`src/rtl/fnd_scan_driver_pkg.sv`:
```
// Shared definitions for the 8-digit 7-segment scan driver.
// A 7-bit segment code is ordered {g,f,e,d,c,b,a}, where bit 0 is segment a.
// The board-level fnd bus adds the decimal point above it: {dp,g,f,e,d,c,b,a}.
package fnd_scan_driver_pkg;

  localparam int NUM_DIGITS = 8;
  localparam int SEG_W      = 7;

  // Bit position of each segment inside a 7-bit segment code.
  localparam int SEG_A = 0;
  localparam int SEG_B = 1;
  localparam int SEG_C = 2;
  localparam int SEG_D = 3;
  localparam int SEG_E = 4;
  localparam int SEG_F = 5;
  localparam int SEG_G = 6;

  typedef logic [SEG_W-1:0] seg_t;

  localparam seg_t SEG_BLANK = 7'h00;

  localparam seg_t SEG_HEX_0 = 7'h3F;
  localparam seg_t SEG_HEX_1 = 7'h06;
  localparam seg_t SEG_HEX_2 = 7'h5B;
  localparam seg_t SEG_HEX_3 = 7'h4F;
  localparam seg_t SEG_HEX_4 = 7'h66;
  localparam seg_t SEG_HEX_5 = 7'h6D;
  localparam seg_t SEG_HEX_6 = 7'h7D;
  localparam seg_t SEG_HEX_7 = 7'h07;
  localparam seg_t SEG_HEX_8 = 7'h7F;
  localparam seg_t SEG_HEX_9 = 7'h6F;
  localparam seg_t SEG_HEX_A = 7'h77;
  localparam seg_t SEG_HEX_B = 7'h7C;
  localparam seg_t SEG_HEX_C = 7'h39;
  localparam seg_t SEG_HEX_D = 7'h5E;
  localparam seg_t SEG_HEX_E = 7'h79;
  localparam seg_t SEG_HEX_F = 7'h71;

endpackage

```
`src/rtl/fnd_scan_driver_hex_to_seg.sv`:
```
// Combinational hex nibble to 7-segment code, ordered {g,f,e,d,c,b,a}.
module hex_to_seg
  import fnd_scan_driver_pkg::*;
(
  input  logic [3:0] nib_i,
  output seg_t       seg_o
);

  // One lookup per nibble value; the letters b and d are shown in lower case.
  always_comb begin
    seg_o = SEG_BLANK;
    unique case (nib_i)
      4'h0: seg_o = SEG_HEX_0;
      4'h1: seg_o = SEG_HEX_1;
      4'h2: seg_o = SEG_HEX_2;
      4'h3: seg_o = SEG_HEX_3;
      4'h4: seg_o = SEG_HEX_4;
      4'h5: seg_o = SEG_HEX_5;
      4'h6: seg_o = SEG_HEX_6;
      4'h7: seg_o = SEG_HEX_7;
      4'h8: seg_o = SEG_HEX_8;
      4'h9: seg_o = SEG_HEX_9;
      4'hA: seg_o = SEG_HEX_A;
      4'hB: seg_o = SEG_HEX_B;
      4'hC: seg_o = SEG_HEX_C;
      4'hD: seg_o = SEG_HEX_D;
      4'hE: seg_o = SEG_HEX_E;
      4'hF: seg_o = SEG_HEX_F;
      default: seg_o = SEG_BLANK;
    endcase
  end

endmodule

```
`src/rtl/fnd_scan_driver.sv`:
```
// Time-multiplexed 8-digit 7-segment driver. It snapshots a 32-bit word on a
// load strobe and scans one digit per SCAN_DIV-cycle slot. The first GUARD
// cycles of each slot are dark, so the previous digit's segments cannot ghost
// onto the next one. All outputs are registered, with one cycle of latency
// from (cnt, idx, shadow).
module fnd_scan_driver
  import fnd_scan_driver_pkg::*;
#(
  parameter int SCAN_DIV = 50000,
  parameter int GUARD    = 1000
) (
  input  logic        clk,
  input  logic        reset,
  input  logic        load,
  input  logic [31:0] data_in,
  input  logic [7:0]  dp_in,
  input  logic        lz_blank,
  output logic [7:0]  digit,
  output logic [7:0]  fnd,
  output logic        frame_done
);

  localparam int             CW       = (SCAN_DIV > 2) ? $clog2(SCAN_DIV) : 1;
  localparam logic [CW-1:0]  CNT_LAST = CW'(SCAN_DIV - 1);
  localparam logic [CW-1:0]  GUARD_C  = CW'(GUARD);

  // Stop elaboration when the slot cannot hold a lit cycle.
  if (SCAN_DIV < 2 || GUARD < 0 || GUARD >= SCAN_DIV) begin : g_param_check
    $error("fnd_scan_driver: need SCAN_DIV >= 2 and 0 <= GUARD < SCAN_DIV");
  end

  logic [31:0]   shadow_data_q;
  logic [7:0]    shadow_dp_q;
  logic [CW-1:0] cnt_q;
  logic [2:0]    idx_q;
  logic [7:0]    digit_q;
  logic [7:0]    fnd_q;
  logic          frame_done_q;

  logic          slot_end;
  logic [3:0]    cur_nib;
  seg_t          cur_seg;
  logic [7:0]    upper_zero;
  logic          lz_hide;
  logic [7:0]    digit_d;
  logic [7:0]    fnd_d;

  assign slot_end = (cnt_q == CNT_LAST);
  assign cur_nib  = shadow_data_q[{idx_q, 2'b00} +: 4];

  hex_to_seg u_hex_to_seg (
    .nib_i (cur_nib),
    .seg_o (cur_seg)
  );

  // upper_zero[i] is set when nibbles 7..i of the snapshot are all zero.
  always_comb begin
    upper_zero = '0;
    for (int i = 0; i < NUM_DIGITS; i++) begin
      upper_zero[i] = ((shadow_data_q >> (4 * i)) == 32'h0);
    end
  end

  // The leading-zero check reads lz_blank directly rather than from the
  // snapshot. Digit 0 always shows, so a zero value still displays "0".
  assign lz_hide = lz_blank && (idx_q != 3'd0) && upper_zero[idx_q];

  // Next output: dark during the guard, otherwise the selected digit. The dp
  // bit still shows on a blanked leading zero.
  always_comb begin
    digit_d = 8'h00;
    fnd_d   = 8'h00;
    if (cnt_q >= GUARD_C) begin
      digit_d = 8'(1) << idx_q;
      fnd_d   = {shadow_dp_q[idx_q], lz_hide ? SEG_BLANK : cur_seg};
    end
  end

  // Snapshot register. A load is ignored while reset is asserted, and the
  // last of several back-to-back loads is the one kept.
  always_ff @(posedge clk) begin
    if (reset) begin
      shadow_data_q <= '0;
      shadow_dp_q   <= '0;
    end else if (load) begin
      shadow_data_q <= data_in;
      shadow_dp_q   <= dp_in;
    end
  end

  // Slot counter and digit index. A load never restarts the slot.
  always_ff @(posedge clk) begin
    if (reset) begin
      cnt_q <= '0;
      idx_q <= '0;
    end else if (slot_end) begin
      cnt_q <= '0;
      idx_q <= idx_q + 3'd1;
    end else begin
      cnt_q <= cnt_q + 1'b1;
    end
  end

  // Registered pin drivers. frame_done marks the edge where idx wraps from 7 to 0.
  always_ff @(posedge clk) begin
    if (reset) begin
      digit_q      <= '0;
      fnd_q        <= '0;
      frame_done_q <= 1'b0;
    end else begin
      digit_q      <= digit_d;
      fnd_q        <= fnd_d;
      frame_done_q <= slot_end && (idx_q == 3'd7);
    end
  end

  assign digit      = digit_q;
  assign fnd        = fnd_q;
  assign frame_done = frame_done_q;

endmodule

```
`config.mk`:
```
export PLATFORM = sky130hd
export DESIGN_NAME = fnd_scan_driver
export DESIGN_NICKNAME = d
export VERILOG_FILES = /design/src/rtl/fnd_scan_driver_pkg.sv /design/src/rtl/fnd_scan_driver_hex_to_seg.sv /design/src/rtl/fnd_scan_driver.sv
export SDC_FILE = /design/constraint.sdc
export NUM_CORES = 1
export LEC_CHECK = 0
export BUFFER_PORTS_ARGS = -buffer_cell sky130_fd_sc_hd__buf_2
export CORE_MARGIN = 2
export CORE_UTILIZATION = 25
export CTS_BUF_LIST = sky130_fd_sc_hd__clkbuf_16
export DETAILED_ROUTE_END_ITERATION = 8
export GPL_TIMING_DRIVEN = 0
export PLACE_DENSITY_LB_ADDON = 0.05
export SLEW_MARGIN = 0
export SYNTH_ARGS = -nofsm -noshare
export SYNTH_HDL_FRONTEND = slang
export SYNTH_SLANG_ARGS = --single-unit
```
`constraint.sdc`:
```
create_clock -name clk -period 3.15 [get_ports clk]
set_clock_uncertainty 0.2 [all_clocks]
set_input_delay 0.315 -clock clk [delete_from_list [all_inputs] [get_ports clk]]
set_output_delay 0.315 -clock clk [all_outputs]
set_load 0.005 [all_outputs]
```
==> metrics <==
vias in the first global route=around 2600; RR Startpoint=idx_q[1]$_SDFFE_PP0P_; Synth area leader=dfxtp_1; combinational share of power=8.7%; class of the worst hold path=in -> reg; total power per unit cell area=493 nW/µm²; number of synthesized flops with an enable pin=0; final setup fails=0; largest net degree at the start of global routing=13; CP bufs+invs=2; Max Freq=345 MHz; Post-DRT Antenna Nets=0; Seq/Total Area, Yosys=a little over two fifths; crit-path cells=clkbuf_1 -> clkbuf_2 -> mux4_1 -> mux2_2 -> ha_1 -> or3b_1 -> o221ai_1 -> nor2b_1; placed cell count=581; crit path DAT=between 2 and 3 ns; port bufs=59; internal reg-to-reg setup slack=between 0.2 and 0.25 ns; Power Internal=1.61 mW; initial core utilization=between 20% and 30%; Hold Path Cell Cnt=3; Reg2Reg Depth=8; first-pass GRT wire length=13800 µm; Ys Warns=0; CTS max path bufs=2; CP max stage cell=mux4_1; all-layer global routing usage=about an eighth; Crit. End Element=register; outcome=finished, final reports clean; Via Count=2614; relative max-transition margin=49.8%; share of cells above drive strength 1=21.4%; Final Cycle Share=between 90 and 100%; final hold violation count=0; Pre-antenna DRT Iters=4; clock transition at the registers of the reported paths=0.06 ns; mean routed wirelength per cell=14.2 µm; routability cong.=0.739; die height=between 100 and 150 µm; NumNets Final=473; Slew @ Worst Pin=0.753 ns; reg2reg end=fnd[0]$_SDFF_PP0_; # H-tree levels=3; Site Rows=43; Yosys reg bits=76; CP top delay family=multiplexers; Crit. Startpoint=idx_q[1]$_SDFFE_PP0P_; crit path time final=2.90 ns; top-area cell type share of the netlist area=43.2%; Flop pwr share=48.0%; RSZ-0062 raised after global routing=false; CTS tree=built; post-route core utilization=31.3%; # clock sinks=76; I/O Pins=61; antenna diode count=0; commonest non-fill, non-tap cell in the layout=dfxtp_1; DRT Wirelength=8500 µm; vias per cell=approximately 4.4; clock network power share=43.4%; Post-Layout Cell Count=600; Post-Syn Area=3520 µm²; Mapped Cells=342; drt drc=0; CP Data Required Time=roughly 3.2 ns; Die ar.=approximately 15000 µm²; crit-path max cell delay=roughly 0.4 ns; total gr overflow=0; fin. max-slew vios=0; CTS Buf Count=9; Sw Share=24.5%; Area Growth Syn to Fin=23.0%; top cells by area, synth=dfxtp_1 43%, mux2i_1 14%, nor2_1 7.6%; CP max FO=10; initial detailed-routing violation count=slightly above 100; root buffer cell=clkbuf_16; worst hold start=dp_in[6]; die width=123 µm; Netlist cell types=44; Crit Path Category=reg -> reg; max_cap viols=0; Worst Setup Start Kind=register; highest-count cells in the layout ignoring fill and taps=76 x dfxtp_1, 71 x nor2_1, 60 x buf_2, 48 x mux2i_1, 14 x ha_1; ys flop type=dfxtp_1; detailed placer's ending HPWL=around 6500 µm; initial antenna violation count=0; Hold Path Sink=shadow_dp_q[6]$_SDFFE_PP0P_; Async S/R FF share, synth=0%; Pleak=between 1.5 and 2 nW; Synth Area per Inst=10.3 µm²; Skew-Pair Late Insertion Delay=0.34 ns; switching power=524 µW; Synth Net Count=400; maximum vdd drop=222 µV; core area=13800 µm²
[layout make-up]
cell class	count	area, µm²
clock buffer	9	225
buffer	21	108
timing repair buffer	62	325
fill	1469	9500
inverter	9	33.8
multi-input combinational	236	1860
clock inverter	7	33.8
tap	180	225
sequential	76	1520
[logic make-up after synthesis]
| logic type | after synthesis | share of synthesized area, % |
|---|---|---|
| compound gates | 14 | 3.24 |
| xor+xnor | 16 | 3.98 |
| fa+ha+maj | 14 | 4.98 |
| buf+inv | 30 | 3.98 |
| flops | 76 | 43.2 |
| mux | 63 | 23.0 |
| simple gates | 129 | 17.6 |
[how the worst max path moves through the flow]
| stage | to | slack [ns] | cells past startpoint |
|---|---|---|---|
| 6_report | fnd[0]$_SDFF_PP0_ | 0.25 | 8 |
| 5_1_grt | fnd[0]$_SDFF_PP0_ | 0.09 | 8 |
| 4_1_cts | fnd[0]$_SDFF_PP0_ | 0.02 | 8 |
| 3_5_place_dp | fnd[0]$_SDFF_PP0_ | 0.05 | 8 |
| 3_3_place_gp | fnd[0]$_SDFF_PP0_ | -0.02 | 8 |
| 2_1_floorplan | fnd[0]$_SDFF_PP0_ | 0.60 | 8 |
[stage by stage]
| step | area (µm²) | hold WS [ns] | total power [mW] | setup slack (ns) | setup TNS [ns] |
|---|---|---|---|---|---|
| 2_1_floorplan | 3520 | 0.225 | 1.16 | 0.604 | 0 |
| 3_3_place_gp | 4040 | 0.239 | 1.23 | -0.0203 | -0.0203 |
| 3_5_place_dp | 4040 | 0.245 | 1.23 | 0.0519 | 0 |
| 4_1_cts | 4330 | 0.000817 | 2.17 | 0.0244 | 0 |
| 5_1_grt | 4330 | 0.00901 | 2.24 | 0.0944 | 0 |
| 6_report | 4330 | 0.0100 | 2.13 | 0.249 | 0 |
[synth_stat cells, drive strengths merged, types with 4 or more instances]
| cell type | n |
|---|---|
| and2 | 6 |
| and3 | 6 |
| and4 | 4 |
| buf | 14 |
| clkbuf | 7 |
| dfxtp | 76 |
| ha | 14 |
| inv | 9 |
| mux2i | 50 |
| mux4 | 10 |
| nand2 | 7 |
| nand3 | 6 |
| nand4 | 5 |
| nor2 | 71 |
| nor3 | 5 |
| nor4 | 11 |
| xnor2 | 8 |
| xor2 | 8 |
[per-layer routing]
metal / track usage [%] / vias to the layer above / routed length, µm
met5: 0 / - / 0
met4: 6.03 / 0 / 183
met3: 3.25 / 11 / 373
met2: 18.0 / 51 / 3550
met1: 16.9 / 1202 / 4390
li1: - / 1350 / -
[sequential cells by signal, indices dropped and copies added (netlist names)]
| signal | cells |
|---|---|
| shadow_data_q | 32 |
| cnt_q | 16 |
| digit | 8 |
| fnd | 8 |
| shadow_dp_q | 8 |
| idx_q | 3 |
| frame_done | 1 |
[worst register-to-register path, stage by stage, from the launching register on]
cell and delay [ns]:
dfxtp_1 0.35, clkbuf_1 0.31, clkbuf_2 0.34, mux4_1 0.39, mux2_2 0.34, ha_1 0.29
or3b_1 0.39, o221ai_1 0.08, nor2b_1 0.15
[what timing repair did]
action / in CTS / in global routing
hold endpoints to repair: 3 / 0
hold buffers: 3 / 0
gates resized for setup: 0 / 2
setup endpoints to repair: 0 / 2
setup buffers: 0 / 0
[power groups by stage]
| stage | combinational, mW | clock (mW) | sequential, mW |
|---|---|---|---|
| 6_report | 0.185 | 0.925 | 1.02 |
| 2_1_floorplan | 0.128 | 0 | 1.03 |
| 3_3_place_gp | 0.183 | 0 | 1.04 |
| 5_1_grt | 0.207 | 1.01 | 1.03 |
| 3_5_place_dp | 0.185 | 0 | 1.05 |
| 4_1_cts | 0.189 | 0.960 | 1.02 |
Power figures use the tool's default switching activity.
